$ cat config.mk
export PLATFORM = sky130hd
export DESIGN_NAME = branch_unit
export DESIGN_NICKNAME = d
export VERILOG_FILES = /design/src/rtl/cpu_pkg.sv /design/src/rtl/cond_eval.sv /design/src/rtl/branch_unit.sv
export SDC_FILE = /design/constraint.sdc
export NUM_CORES = 1
export LEC_CHECK = 0
export CORE_MARGIN = 3
export CORE_UTILIZATION = 53
export CTS_CLUSTER_DIAMETER = 30
export CTS_CLUSTER_SIZE = 14
export DETAILED_ROUTE_END_ITERATION = 7
export GPL_TIMING_DRIVEN = 0
export PLACE_DENSITY = 0.95
export SLEW_MARGIN = 20
export SYNTH_ARGS = -nofsm -noshare
export SYNTH_HDL_FRONTEND = slang
export SYNTH_SLANG_ARGS = --single-unit
$ cat constraint.sdc
create_clock -name clk -period 6.85 [get_ports clk]
set_clock_uncertainty 0.15 [all_clocks]
set_input_delay 1.37 -clock clk [delete_from_list [all_inputs] [get_ports clk]]
set_output_delay 1.37 -clock clk [all_outputs]
set_load 0.01 [all_outputs]
$ cat src/rtl/cpu_pkg.sv
`timescale 1ns/1ps
`default_nettype none
// ============================================================================
// Module      : cpu_pkg
// Description : Shared definitions for the single-cycle CPU control path:
//               branch condition codes, run/halt state encoding, flag
//               positions and the branch-offset helper.
// Revision    : 1.0 - initial release
// ============================================================================
package cpu_pkg;

    // Branch condition codes evaluated against the {Z,S,C,V} flags
    localparam logic [2:0] COND_EQ  = 3'b000;
    localparam logic [2:0] COND_NE  = 3'b001;
    localparam logic [2:0] COND_LT  = 3'b010;
    localparam logic [2:0] COND_GE  = 3'b011;
    localparam logic [2:0] COND_LTU = 3'b100;
    localparam logic [2:0] COND_GEU = 3'b101;
    localparam logic [2:0] COND_AL  = 3'b110;
    localparam logic [2:0] COND_NV  = 3'b111;

    // Run/halt control state, explicitly one bit wide
    typedef enum logic {
        ST_RUN  = 1'b0,
        ST_HALT = 1'b1
    } state_e;

    // Bit positions inside the 4-bit flag vector {Z,S,C,V}
    localparam int FLAG_Z = 3;
    localparam int FLAG_S = 2;
    localparam int FLAG_C = 1;
    localparam int FLAG_V = 0;

    // Signed word offset converted to a 32-bit byte offset
    function automatic logic [31:0] word_off_to_bytes(input logic [15:0] imm);
        return {{14{imm[15]}}, imm, 2'b00};
    endfunction

endpackage : cpu_pkg
`default_nettype wire

$ cat src/rtl/cond_eval.sv
`timescale 1ns/1ps
`default_nettype none
// ============================================================================
// Module      : cond_eval
// Description : Purely combinational branch-condition evaluator. Maps a
//               3-bit condition code and the {Z,S,C,V} flags to cond_true.
// Revision    : 1.0 - initial release
// ============================================================================
module cond_eval
    import cpu_pkg::*;
(
    input  logic [2:0] cond,
    input  logic [3:0] flags,
    output logic       cond_true
);

    logic w_z;
    logic w_s;
    logic w_c;
    logic w_v;

    assign w_z = flags[FLAG_Z];
    assign w_s = flags[FLAG_S];
    assign w_c = flags[FLAG_C];
    assign w_v = flags[FLAG_V];

    // Decode the condition code; carry is "no borrow" for subtract-style compares
    always_comb begin
        cond_true = 1'b0;
        case (cond)
            COND_EQ:  cond_true = w_z;
            COND_NE:  cond_true = !w_z;
            COND_LT:  cond_true = w_s ^ w_v;
            COND_GE:  cond_true = !(w_s ^ w_v);
            COND_LTU: cond_true = !w_c;
            COND_GEU: cond_true = w_c;
            COND_AL:  cond_true = 1'b1;
            COND_NV:  cond_true = 1'b0;
            default:  cond_true = 1'b0;
        endcase
    end

endmodule : cond_eval
`default_nettype wire

$ cat src/rtl/branch_unit.sv
`timescale 1ns/1ps
`default_nettype none
// ============================================================================
// Module      : branch_unit
// Description : Program-counter owner for the single-cycle CPU. Latches ALU
//               flags, evaluates branch conditions (with same-cycle flag
//               forwarding), selects sequential/branch/jump next PC, provides
//               a RUN/HALT control state and a saturating taken counter.
// Revision    : 1.0 - initial release
// ============================================================================
module branch_unit
    import cpu_pkg::*;
#(
    parameter logic [31:0] RESET_PC = 32'h0000_0000,
    parameter int          CNT_W    = 16
) (
    input  logic             clk,
    input  logic             rst_n,
    input  logic             flag_we,
    input  logic             zeroflag,
    input  logic             signflag,
    input  logic             carryflag,
    input  logic             overflowflag,
    input  logic             branch_en,
    input  logic [2:0]       cond,
    input  logic [15:0]      imm16,
    input  logic             jump,
    input  logic [25:0]      jaddr,
    input  logic             stall,
    input  logic             halt_req,
    input  logic             resume,
    output logic [31:0]      pc,
    output logic [31:0]      pc_plus4,
    output logic [3:0]       flags_q,
    output logic             taken,
    output logic             halted,
    output logic [CNT_W-1:0] taken_cnt
);

    // Architectural state
    logic [31:0]      pc_q;
    logic [31:0]      pc_d;
    logic [3:0]       flags_d;
    state_e           state_q;
    state_e           state_d;
    logic             halted_q;
    logic             halted_d;
    logic [CNT_W-1:0] cnt_q;
    logic [CNT_W-1:0] cnt_d;

    // Datapath intermediates
    logic [3:0]       w_alu_flags;
    logic [3:0]       w_eff_flags;
    logic             w_cond_true;
    logic             w_is_run;
    logic             w_advance;
    logic [31:0]      w_br_target;
    logic [31:0]      w_j_target;

    assign w_alu_flags = {zeroflag, signflag, carryflag, overflowflag};

    // A flag-setting instruction that is also a branch sees its own flags
    assign w_eff_flags = flag_we ? w_alu_flags : flags_q;

    cond_eval u_cond_eval (
        .cond      (cond),
        .flags     (w_eff_flags),
        .cond_true (w_cond_true)
    );

    assign w_is_run    = (state_q == ST_RUN);
    // The instruction at pc retires only when running, unstalled and not halting
    assign w_advance   = w_is_run && !stall && !halt_req;

    assign pc_plus4    = pc_q + 32'd4;
    assign w_br_target = pc_plus4 + word_off_to_bytes(imm16);
    assign w_j_target  = {pc_plus4[31:28], jaddr, 2'b00};

    assign taken       = w_advance && (jump || (branch_en && w_cond_true));

    assign pc          = pc_q;
    assign halted      = halted_q;
    assign taken_cnt   = cnt_q;

    // Next-state logic: PC select, flag latch, run/halt transitions, counter
    always_comb begin
        pc_d    = pc_q;
        flags_d = flags_q;
        state_d = state_q;
        cnt_d   = cnt_q;

        case (state_q)
            ST_RUN: begin
                if (halt_req) begin
                    state_d = ST_HALT;
                end
            end
            ST_HALT: begin
                if (resume && !halt_req) begin
                    state_d = ST_RUN;
                end
            end
            default: state_d = ST_RUN;
        endcase

        if (w_advance) begin
            if (jump) begin
                pc_d = w_j_target;
            end else if (branch_en && w_cond_true) begin
                pc_d = w_br_target;
            end else begin
                pc_d = pc_plus4;
            end
        end

        if (w_is_run && !stall && flag_we) begin
            flags_d = w_alu_flags;
        end

        if (taken && (cnt_q != {CNT_W{1'b1}})) begin
            cnt_d = cnt_q + CNT_W'(1);
        end

        halted_d = (state_d == ST_HALT);
    end

    // All state registers share one asynchronous active-low reset
    always_ff @(posedge clk or negedge rst_n) begin
        if (!rst_n) begin
            pc_q     <= RESET_PC;
            flags_q  <= 4'b0000;
            state_q  <= ST_RUN;
            halted_q <= 1'b0;
            cnt_q    <= '0;
        end else begin
            pc_q     <= pc_d;
            flags_q  <= flags_d;
            state_q  <= state_d;
            halted_q <= halted_d;
            cnt_q    <= cnt_d;
        end
    end

endmodule : branch_unit
`default_nettype wire

==> summary.txt <==
Synthesis
  • Post-synthesis sequential area ratio: a little over a quarter
  • Synth Instances: 600
  • Count leader, synth: nand2_1
  • Synth top area cells: dfrtp_1 (26%), ha_1 (9.5%), xnor2_1 (7.5%)
  • Yosys warnings: 0
  • Post-synth EDFFs: 0
  • Most instantiated cells after synthesis: nand2_1 (74), dfrtp_1 (51), nor2_1 (51)
  • Avg Cell Area, Syn: about 8.1 um2
  • Synth Cell Area: between 0.004 and 0.005 mm2
  • Synth Flop Type: dfrtp_1
  • Yosys top cell area share: 26.1%
  • Asr flop ratio synth: 100%
  • #FFs+latches synth: 51
  • Distinct cell type count after synthesis: 70
  • Yosys top cell by area: dfrtp_1

Global routing
  • First-pass GRT wire length: ~27000 um
  • Vias in the first global route: between 5000 and 6000
  • Met1 usage: 41.4%
  • Pin count of the biggest net entering global routing: between 50 and 60
  • Routing usage on met3: 5.32%
  • Total GRT Usage: between 30% and 40%
  • Initial antenna violation count: 0
  • Most Crowded Layer GR: met2
  • Met2 Use GR: 56.4%
  • Total grt overflow: 0

Clock network
  • Hold buffer count at cts: 0
  • Post-CTS sizing: 0
  • H-tree Lvls: 2
  • Clk buf depth: 2
  • Post CTS Setup Buffer Count: 0
  • Clk pin slew, worst setup/hold paths: ~100 ps
  • Clock Latency Late Sink: 310 ps
  • Root buffer selected by CTS: clkbuf_8
  • CTS Buf Count: 5
  • CTS tree: built
  • Clk sinks: between 50 and 60

Die
  • Num rows: 34
  • Die width: slightly above 100 um
  • Die height: roughly 100 um
  • Core area: 0.00885 mm2
  • Io pins: around 140
  • Die Area: 0.0104 mm2
  • Initial Util: a little under three fifths

Layout
  • Layout cells sized above 1: ~5.5%
  • Fin nets: roughly 840
  • Area delta synth->final: 33.7%
  • Fillers: a little under 700
  • Post-route insts no fill: approximately 860
  • Antenna Cells: 0

Placed design
  • # port buffers: ~140
  • Gpl congestion: ~0.97
  • Hpwl dp: around 13000 um
  • Cells after DPL: 849

Power
  • Net switching power: ~860 uW
  • Gate power share: between 60% and 70%
  • Power Density: 294 mW/mm2
  • Peak supply drop: just under 0.2 mV
  • Sequential group share of total power: between 20% and 30%
  • Clock share of power: a little under an eighth
  • Net Sw Frac: around 45%
  • Lkg Pwr: around 0.0027 uW
  • Int Power: about 1100 uW

Timing
  • Least-Margin Pin Slew: 825 ps
  • RSZ-0062 raised after global routing: false
  • Final setup viols: 0
  • Fmax: 0.168 GHz
  • Fin crit share: between 80 and 90%
  • Tmin final: slightly below 6000 ps
  • Slew Limit Fails: 0
  • Setup_tns: 0 ps
  • Hold Vio Cnt, Final: 0
  • Slew headroom: about 45%

Critical path
  • Critical Path RT: around 5300 ps
  • Type of origin of the critical path: input pin
  • Max Fanout on Critical Path: 10
  • Reg-to-reg startpoint: pc[4]
  • CP Class: in -> out
  • Setup crit start: cond[2]
  • Arrival @ worst endpoint: between 4000 and 5000 ps
  • Worst setup EP type: output port

Drt
  • Final WL: ~17000 um
  • Post-route ant nets: 0
  • Pre-Repair DR Iteration Count: 6
  • Via count: around 5500
  • Remaining routing DRC violations: 0
  • Initial DRC count: between 400 and 500
  • WL per Instance: around 20 um
  • Vias/cell: 6.37

Min path
  • Worst hold path class: reg -> reg
  • Hold_sp: taken_cnt[11]

Status
  • Status: completed

Job
  • Max_cap viols: 0
-- metrics by stage --
stage | cell area, um2 | total power, uW | worst slack, ps | hold WS (ps) | util [%]
floorplan | 4890 | 1180 | 2480 | 368 | -
global placement | 6410 | 1630 | 993 | 326 | 72.4
detailed placement | 6410 | 1660 | 945 | 343 | 72.4
CTS | 6530 | 1900 | 918 | 362 | 73.8
global route | 6530 | 2040 | 746 | 385 | 73.8
finish | 6530 | 1920 | 884 | 357 | 73.8
-- logic make-up (layout without fill, tap and decap cells) --
kind of cell	count (synthesis)	in the layout	share of synthesized area, %
flip-flops	51	51	26.1
other	1	4	0.0768
AO/OA/AOI/OAI	175	175	24.7
adder cells (fa/ha/maj)	38	38	9.89
multiplexers	7	7	1.56
AND/OR/NAND/NOR	218	218	21.5
buffers and inverters	41	187	3.74
XOR/XNOR	69	69	12.4
-- routing by layer --
| layer | routed length [um] | vias to the layer above |
|---|---|---|
| li1 | - | 2478 |
| met1 | 6640 | 2591 |
| met2 | 8160 | 339 |
| met3 | 1610 | 49 |
| met4 | 515 | 0 |
| met5 | 0 | - |
-- flip-flops by register name, summed over array words and instances (netlist names) --
| name | count |
|---|---|
| pc | 30 |
| halted | 1 |
| flags_q | 4 |
| taken_cnt | 16 |
-- placed cells by master, fill, tap and decap left out, types with 3 or more instances in the layout --
cell	n
nor2_1	51
nand3_1	26
dfrtp_1	51
and4_1	4
and2_1	5
o21bai_1	6
ha_1	37
o22ai_1	4
buf_2	5
o211ai_1	10
xor2_1	27
buf_1	3
conb_1	4
clkbuf_1	17
mux2_2	5
clkdlybuf4s50_1	137
o31ai_1	5
a211oi_1	18
or2_2	3
o21ai_0	36
or3_1	8
a21oi_1	39
o21ai_1	6
o21a_1	4
nor4_1	3
xnor2_1	42
nand4_1	13
buf_4	5
a21o_1	15
nand2_1	74
and3_1	15
clkbuf_8	6
inv_1	11
a21boi_0	4
nor3_1	6
-- path summary, 6_finish.rpt --
| kind | endpoint | slack (ps) | cells past startpoint |
|---|---|---|---|
| min in group asynchronous | pc[8] | 930 | 1 |
| worst min register to register | taken_cnt[11] | 360 | 1 |
| worst max-delay path | taken | 880 | 11 |
| max in group asynchronous | taken_cnt[11] | 5170 | 1 |
| worst min-delay path | taken_cnt[11] | 360 | 1 |
| worst max register to register | pc[31] | 1840 | 15 |
-- layout make-up --
class,count,area [um2],area share (%)
Timing Repair Buffer,138,1380,21.1
Multi-Input combinational cell,511,3430,52.6
Clock buffer,6,82.6,1.26
Buffer,30,141,2.17
Tap cell,108,135,2.07
Sequential cell,51,1280,19.5
Clock inverter,2,38.8,0.594
Inverter,11,41.3,0.632
-- power by group through the flow --
stage / sequential (uW) / clock, uW / combinational [uW]
after floorplan: 479 / 0 / 696
after global placement: 464 / 0 / 1170
after detailed placement: 468 / 0 / 1200
after CTS: 463 / 228 / 1210
after global routing: 476 / 239 / 1330
final: 468 / 228 / 1220
-- critical path, cell delays in order --
cell and delay, ps:
clkdlybuf4s50_1 550, nand2_1 80, o211a_1 140, o32ai_1 270
xnor2_1 170, and2_1 140, clkbuf_1 310, clkbuf_1 520
nor2_1 200, nor2_1 130, clkdlybuf4s50_1 550
(Power assumes the default switching activity.)
